File: config.mk
export PLATFORM = sky130hd
export DESIGN_NAME = mem_port_arbiter_flat
export DESIGN_NICKNAME = d
export VERILOG_FILES = /design/src/rtl/mem_port_arbiter_pkg.sv /design/src/rtl/mem_port_arbiter_if.sv /design/src/rtl/mem_port_arbiter.sv /design/src/flat_wrapper.sv
export SDC_FILE = /design/constraint.sdc
export NUM_CORES = 1
export LEC_CHECK = 0
export CORE_MARGIN = 2
export CORE_UTILIZATION = 22
export DETAILED_ROUTE_END_ITERATION = 10
export GPL_TIMING_DRIVEN = 0
export PLACE_DENSITY = 0.91
export SLEW_MARGIN = 25
export SYNTH_ARGS = -nofsm -noshare
export SYNTH_HDL_FRONTEND = slang
export SYNTH_SLANG_ARGS = --single-unit
File: constraint.sdc
create_clock -name clk -period 2.9 [get_ports clk]
set_input_delay 0.725 -clock clk [delete_from_list [all_inputs] [get_ports clk]]
set_output_delay 0.725 -clock clk [all_outputs]
set_load 0.05 [all_outputs]
File: src/rtl/mem_port_arbiter_pkg.sv
// Shared definitions for the fetch/data memory port arbiter.
// Owner encoding of the in-flight read and default widths.
package mem_port_arbiter_pkg;

   localparam int DEF_BITS = 16;
   localparam int STARVE_W = 4;

   typedef enum logic [1:0] {
      OWN_NONE  = 2'd0,
      OWN_FETCH = 2'd1,
      OWN_DATA  = 2'd2
   } owner_e;

endpackage

File: src/rtl/mem_port_arbiter_if.sv
// Request/response bus between the two requesters, the arbiter and the memory.
// The slave modport is the arbiter side; master is the requester/memory side.
interface mem_port_arbiter_if #(parameter int BITS = 16);

   logic            if_req;
   logic [BITS-1:0] if_addr;
   logic            if_gnt;
   logic            if_rvalid;
   logic [BITS-1:0] if_rdata;

   logic            d_req;
   logic            d_we;
   logic [BITS-1:0] d_addr;
   logic [BITS-1:0] d_wdata;
   logic            d_gnt;
   logic            d_rvalid;
   logic [BITS-1:0] d_rdata;

   logic [BITS-1:0] mem_addr;
   logic [BITS-1:0] mem_wdata;
   logic            mem_save;
   logic [BITS-1:0] mem_rdata;

   modport slave (
      input  if_req, if_addr, d_req, d_we, d_addr, d_wdata, mem_rdata,
      output if_gnt, if_rvalid, if_rdata, d_gnt, d_rvalid, d_rdata,
             mem_addr, mem_wdata, mem_save
   );

   modport master (
      output if_req, if_addr, d_req, d_we, d_addr, d_wdata, mem_rdata,
      input  if_gnt, if_rvalid, if_rdata, d_gnt, d_rvalid, d_rdata,
             mem_addr, mem_wdata, mem_save
   );

endinterface

File: src/rtl/mem_port_arbiter.sv
// Single-port memory arbiter: data path has priority, fetch is forced through after
// MAX_STARVE consecutive losses; the one in-flight read is routed back next cycle.
module mem_port_arbiter
   import mem_port_arbiter_pkg::*;
#(
   parameter int BITS       = DEF_BITS,
   parameter int MAX_STARVE = 3
) (
   input  logic                 clk,
   input  logic                 rst,
   mem_port_arbiter_if.slave    bus
);

   localparam logic [STARVE_W-1:0] STARVE_MAX = STARVE_W'(MAX_STARVE);

   logic [STARVE_W-1:0] starve_cnt_q, starve_cnt_d;
   owner_e              pend_q, pend_d;
   logic                fetch_win, data_win;
   logic [BITS-1:0]     addr_mux, wdata_mux;

   // Grants are suppressed while reset is held so nothing reaches the memory.
   always_comb begin
      fetch_win = 1'b0;
      data_win  = 1'b0;
      if (!rst) begin
         if (bus.if_req && (!bus.d_req || starve_cnt_q == STARVE_MAX))
            fetch_win = 1'b1;
         else if (bus.d_req)
            data_win = 1'b1;
      end
   end

   always_comb begin
      addr_mux  = '0;
      wdata_mux = '0;
      if (fetch_win) begin
         addr_mux = bus.if_addr;
      end else if (data_win) begin
         addr_mux  = bus.d_addr;
         wdata_mux = bus.d_wdata;
      end
   end

   always_comb begin
      starve_cnt_d = starve_cnt_q;
      if (fetch_win)
         starve_cnt_d = '0;
      else if (bus.if_req && starve_cnt_q != STARVE_MAX)
         starve_cnt_d = starve_cnt_q + 1'b1;
   end

   always_comb begin
      pend_d = OWN_NONE;
      if (fetch_win)
         pend_d = OWN_FETCH;
      else if (data_win && !bus.d_we)
         pend_d = OWN_DATA;
   end

   always_ff @(posedge clk or posedge rst) begin
      if (rst) begin
         starve_cnt_q <= '0;
         pend_q       <= OWN_NONE;
      end else begin
         starve_cnt_q <= starve_cnt_d;
         pend_q       <= pend_d;
      end
   end

   assign bus.if_gnt    = fetch_win;
   assign bus.d_gnt     = data_win;
   assign bus.mem_addr  = addr_mux;
   assign bus.mem_wdata = wdata_mux;
   assign bus.mem_save  = data_win & bus.d_we;

   // Both read ports see the memory output; only the rvalid strobes qualify them.
   assign bus.if_rvalid = (pend_q == OWN_FETCH);
   assign bus.d_rvalid  = (pend_q == OWN_DATA);
   assign bus.if_rdata  = bus.mem_rdata;
   assign bus.d_rdata   = bus.mem_rdata;

endmodule

File: src/flat_wrapper.sv
// flat-port wrapper written by rule: the top's interface ports become plain ports
module mem_port_arbiter_flat import mem_port_arbiter_pkg::*;
#(
   parameter int BITS       = DEF_BITS,
   parameter int MAX_STARVE = 3
)
  (clk, rst, bus_if_req, bus_if_addr, bus_d_req, bus_d_we, bus_d_addr, bus_d_wdata, bus_mem_rdata, bus_if_gnt, bus_if_rvalid, bus_if_rdata, bus_d_gnt, bus_d_rvalid, bus_d_rdata, bus_mem_addr, bus_mem_wdata, bus_mem_save);
  mem_port_arbiter_if #(.BITS(BITS)) bus_i ();
  input  logic clk;
  input  logic rst;
  input wire logic [$bits(bus_i.if_req)-1:0] bus_if_req;
  input wire logic [$bits(bus_i.if_addr)-1:0] bus_if_addr;
  input wire logic [$bits(bus_i.d_req)-1:0] bus_d_req;
  input wire logic [$bits(bus_i.d_we)-1:0] bus_d_we;
  input wire logic [$bits(bus_i.d_addr)-1:0] bus_d_addr;
  input wire logic [$bits(bus_i.d_wdata)-1:0] bus_d_wdata;
  input wire logic [$bits(bus_i.mem_rdata)-1:0] bus_mem_rdata;
  output wire logic [$bits(bus_i.if_gnt)-1:0] bus_if_gnt;
  output wire logic [$bits(bus_i.if_rvalid)-1:0] bus_if_rvalid;
  output wire logic [$bits(bus_i.if_rdata)-1:0] bus_if_rdata;
  output wire logic [$bits(bus_i.d_gnt)-1:0] bus_d_gnt;
  output wire logic [$bits(bus_i.d_rvalid)-1:0] bus_d_rvalid;
  output wire logic [$bits(bus_i.d_rdata)-1:0] bus_d_rdata;
  output wire logic [$bits(bus_i.mem_addr)-1:0] bus_mem_addr;
  output wire logic [$bits(bus_i.mem_wdata)-1:0] bus_mem_wdata;
  output wire logic [$bits(bus_i.mem_save)-1:0] bus_mem_save;
  assign bus_i.if_req = bus_if_req;
  assign bus_i.if_addr = bus_if_addr;
  assign bus_i.d_req = bus_d_req;
  assign bus_i.d_we = bus_d_we;
  assign bus_i.d_addr = bus_d_addr;
  assign bus_i.d_wdata = bus_d_wdata;
  assign bus_i.mem_rdata = bus_mem_rdata;
  assign bus_if_gnt = bus_i.if_gnt;
  assign bus_if_rvalid = bus_i.if_rvalid;
  assign bus_if_rdata = bus_i.if_rdata;
  assign bus_d_gnt = bus_i.d_gnt;
  assign bus_d_rvalid = bus_i.d_rvalid;
  assign bus_d_rdata = bus_i.d_rdata;
  assign bus_mem_addr = bus_i.mem_addr;
  assign bus_mem_wdata = bus_i.mem_wdata;
  assign bus_mem_save = bus_i.mem_save;
  mem_port_arbiter #(.BITS(BITS), .MAX_STARVE(MAX_STARVE)) u_core (.clk(clk), .rst(rst), .bus(bus_i));
endmodule
==> run summary <==
status: complete, no violations
Final period util: 0.959
Ys Warns: 0
worst vdd ir: 0.000196 V
RSZ-0062 raised after global routing: false
r2r setup slk: 1.25 ns
Slew headroom: 0.661
clock latency on the worst-skew pair: 0.23 ns
Seq/Total Area, Yosys: 0.176
die area: 4390 um^2
CTS root buf: clkbuf_8
largest family of logic cells by synthesized area: buffers and inverters
first-pass GRT wire length: 4920 um
Slew @ Worst Pin: 0.507 ns
Die X: 66.2 um
critical path capture point: bus_mem_addr[15]
1st-pass router iterations: 2
NumNets Final: 298
IO Pins: 138
dpl cells: 270
design area: 2100 um^2
Routed Antenna Nets: 0
WS Path Type: flop to primary output
die height: 66.2 um
dominant cells by area after synthesis: buf_4 (28%), dfrtp_1 (18%), a22o_1 (13%)
Area Overhead vs Synth: 147%
Crit. End Element: primary output
Starting DRT DRC Count: 8
post-synthesis xor/xnor area fraction: 0.0103
synthesized area per cell: 8.44 um^2
Initial Util: 0.231
fin crit period: 2.78 ns
async set-reset flop share out of synthesis: 1.00
initial antenna violation count: 0
Req. time, crit path: 2.17 ns
Mapped Area: 852 um^2
pwr/cell area: 378 nW/um^2
Pins Over Slew Limit: 0
CP startpoint: u_core.starve_cnt_q[1]$_DFFE_PP0P_
leading area contributor after synthesis: buf_4
antenna fix cells: 0
Clock Tree Buf Depth: 2
GR Util All Layers: 0.145
Clock H-tree levels: 1
fmax: 359 MHz
vias in the first global route: 1081
core area: 3690 um^2
CP Launch Type: flop
CTS Buf Count: 3
Wirelength per Cell: 12.6 um
Synth Area in Compound Gates: 0.247
Cells after Synth: 101
CTS clk-pin slew, worst paths: 0.04 ns
pin count of the biggest net entering global routing: 12
RR Startpoint: u_core.starve_cnt_q[1]$_DFFE_PP0P_
WL final: 3450 um
vias after detailed routing: 1130
Vias/cell: 4.12
share of cells above drive strength 1: 0.385
Hold Fails Final Rpt: 0
DRC errors left: 0
Worst Skew: 0.00361 ns
# rows: 22
Placed Area: 2120 um^2
Synth Area in Simple Gates: 0.214
number of distinct library cells after synthesis: 26
clock sink total: 6
r2r worst-path depth: 5
WP data arrival: 2.06 ns
Detail Placement HPWL: 3050 um
Hold WC Path Type: flop to flop
Yosys reg bits: 6
CTS tree: done
ys flop type: dfrtp_1
GP Congestion: 0.679
top cell type's share of synthesized area: 0.282
global route overflow: 0
fillers: 344
leak pwr: 0.988 nW
Finished Layout Cells: 274
adder-cell share of the synthesized area: 0.0147
multiplexer share of the synthesized area: 0
critical register-to-register path endpoint: u_core.starve_cnt_q[3]$_DFFE_PP0P_
worst-path fanout max: 10
count of final setup violators: 0
IO Port Bufs: 121
MaxCap Viol Count: 0
syn_nets: 171
Post-synth EDFFs: 0
## per-layer routing
layer  GRT usage  up-vias  wire length, um
met5           0        -                0
met1       0.144      499             1090
li1            -      567                -
met4      0.0459        0               36
met2       0.293       60             2080
met3      0.0290        4              252
## how the worst min path moves through the flow
| stage | from | endpoint | slack [ns] | cells past startpoint |
|---|---|---|---|---|
| global placement | u_core.starve_cnt_q[1]$_DFFE_PP0P_ | u_core.starve_cnt_q[1]$_DFFE_PP0P_ | 0.51 | 1 |
| detailed placement | u_core.starve_cnt_q[1]$_DFFE_PP0P_ | u_core.starve_cnt_q[1]$_DFFE_PP0P_ | 0.53 | 1 |
| finish | u_core.starve_cnt_q[1]$_DFFE_PP0P_ | u_core.starve_cnt_q[1]$_DFFE_PP0P_ | 0.57 | 1 |
| CTS | u_core.starve_cnt_q[1]$_DFFE_PP0P_ | u_core.starve_cnt_q[1]$_DFFE_PP0P_ | 0.53 | 1 |
| floorplan | u_core.starve_cnt_q[1]$_DFFE_PP0P_ | u_core.starve_cnt_q[1]$_DFFE_PP0P_ | 0.48 | 1 |
| global route | u_core.starve_cnt_q[1]$_DFFE_PP0P_ | u_core.starve_cnt_q[1]$_DFFE_PP0P_ | 0.60 | 1 |
## cells by family (layout without fill, tap and decap cells)
group / count (synthesis) / in the layout
buffers and inverters: 40 / 165
and+or+nand+nor: 29 / 29
AOI/OAI and AO/OA: 24 / 24
DFF: 6 / 6
adders and majority gates: 1 / 1
xor gates and xnor gates: 1 / 1
## power by group
group	internal, W	total [W]	switching [W]
logic	0.000239	0.000551	0.000312
clock network	0.0000893	0.000127	0.0000377
registers	0.0000992	0.000117	0.0000182
## timing repair
action / 4_1_cts / 5_1_grt
gates cloned: 0 / 0
buffers inserted: 1 / 0
setup endpoints to repair: 35 / 34
resized for setup: 211 / 12
hold buffers: 0 / 0
## synthesized netlist by cell type, drive strengths merged (2+ instances only)
library cell  instances
nor2b                 3
inv                   2
a22o                 16
and2                 17
clkbuf                2
buf                  36
dfrtp                 6
nand2                 2
a21oi                 2
o21ai                 2
## stage by stage
| step | setup WS (ns) | power, W | hold slack (ns) | TNS, ns | utilization |
|---|---|---|---|---|---|
| floorplan | 0.125 | 0.000460 | 0.481 | 0 | - |
| global placement | -0.944 | 0.000660 | 0.509 | -29.03 | 0.576 |
| detailed placement | -0.962 | 0.000667 | 0.525 | -29.43 | 0.576 |
| CTS | 0.00375 | 0.000786 | 0.530 | 0 | 0.565 |
| global route | 0.00432 | 0.000835 | 0.602 | 0 | 0.570 |
| finish | 0.118 | 0.000795 | 0.570 | 0 | 0.570 |
## registers in the layout (all words and copies together) (netlist names)
signal	count
u_core.starve_cnt_q	4
u_core.pend_q	2
## final cells by class
type | count | area, um^2 | share of cell area
repair buffers | 122 | 1130 | 0.535
inverters | 2 | 7.51 | 0.00357
well taps | 48 | 60.1 | 0.0286
multi-input cells | 55 | 427 | 0.203
flip-flops and latches | 6 | 151 | 0.0720
plain buffers | 38 | 290 | 0.138
clock buffers | 3 | 41.3 | 0.0196
## cells in the final DEF, fill, tap and decap left out, drive strengths merged, types with 2 or more instances in the layout
master,n
a21oi,2
a22o,16
and2,17
buf,67
clkbuf,11
clkdlybuf4s50,83
dfrtp,6
inv,2
nand2,2
nor2b,3
o21ai,2
## worst max-delay path: stages (launching register included)
cell and delay, ns:
dfrtp_1 0.40, ha_4 0.17, or3b_4 0.41, a211oi_4 0.30
buf_6 0.18, a22o_1 0.14, clkbuf_4 0.22
Note: power is estimated with default switching activity, not from simulation.
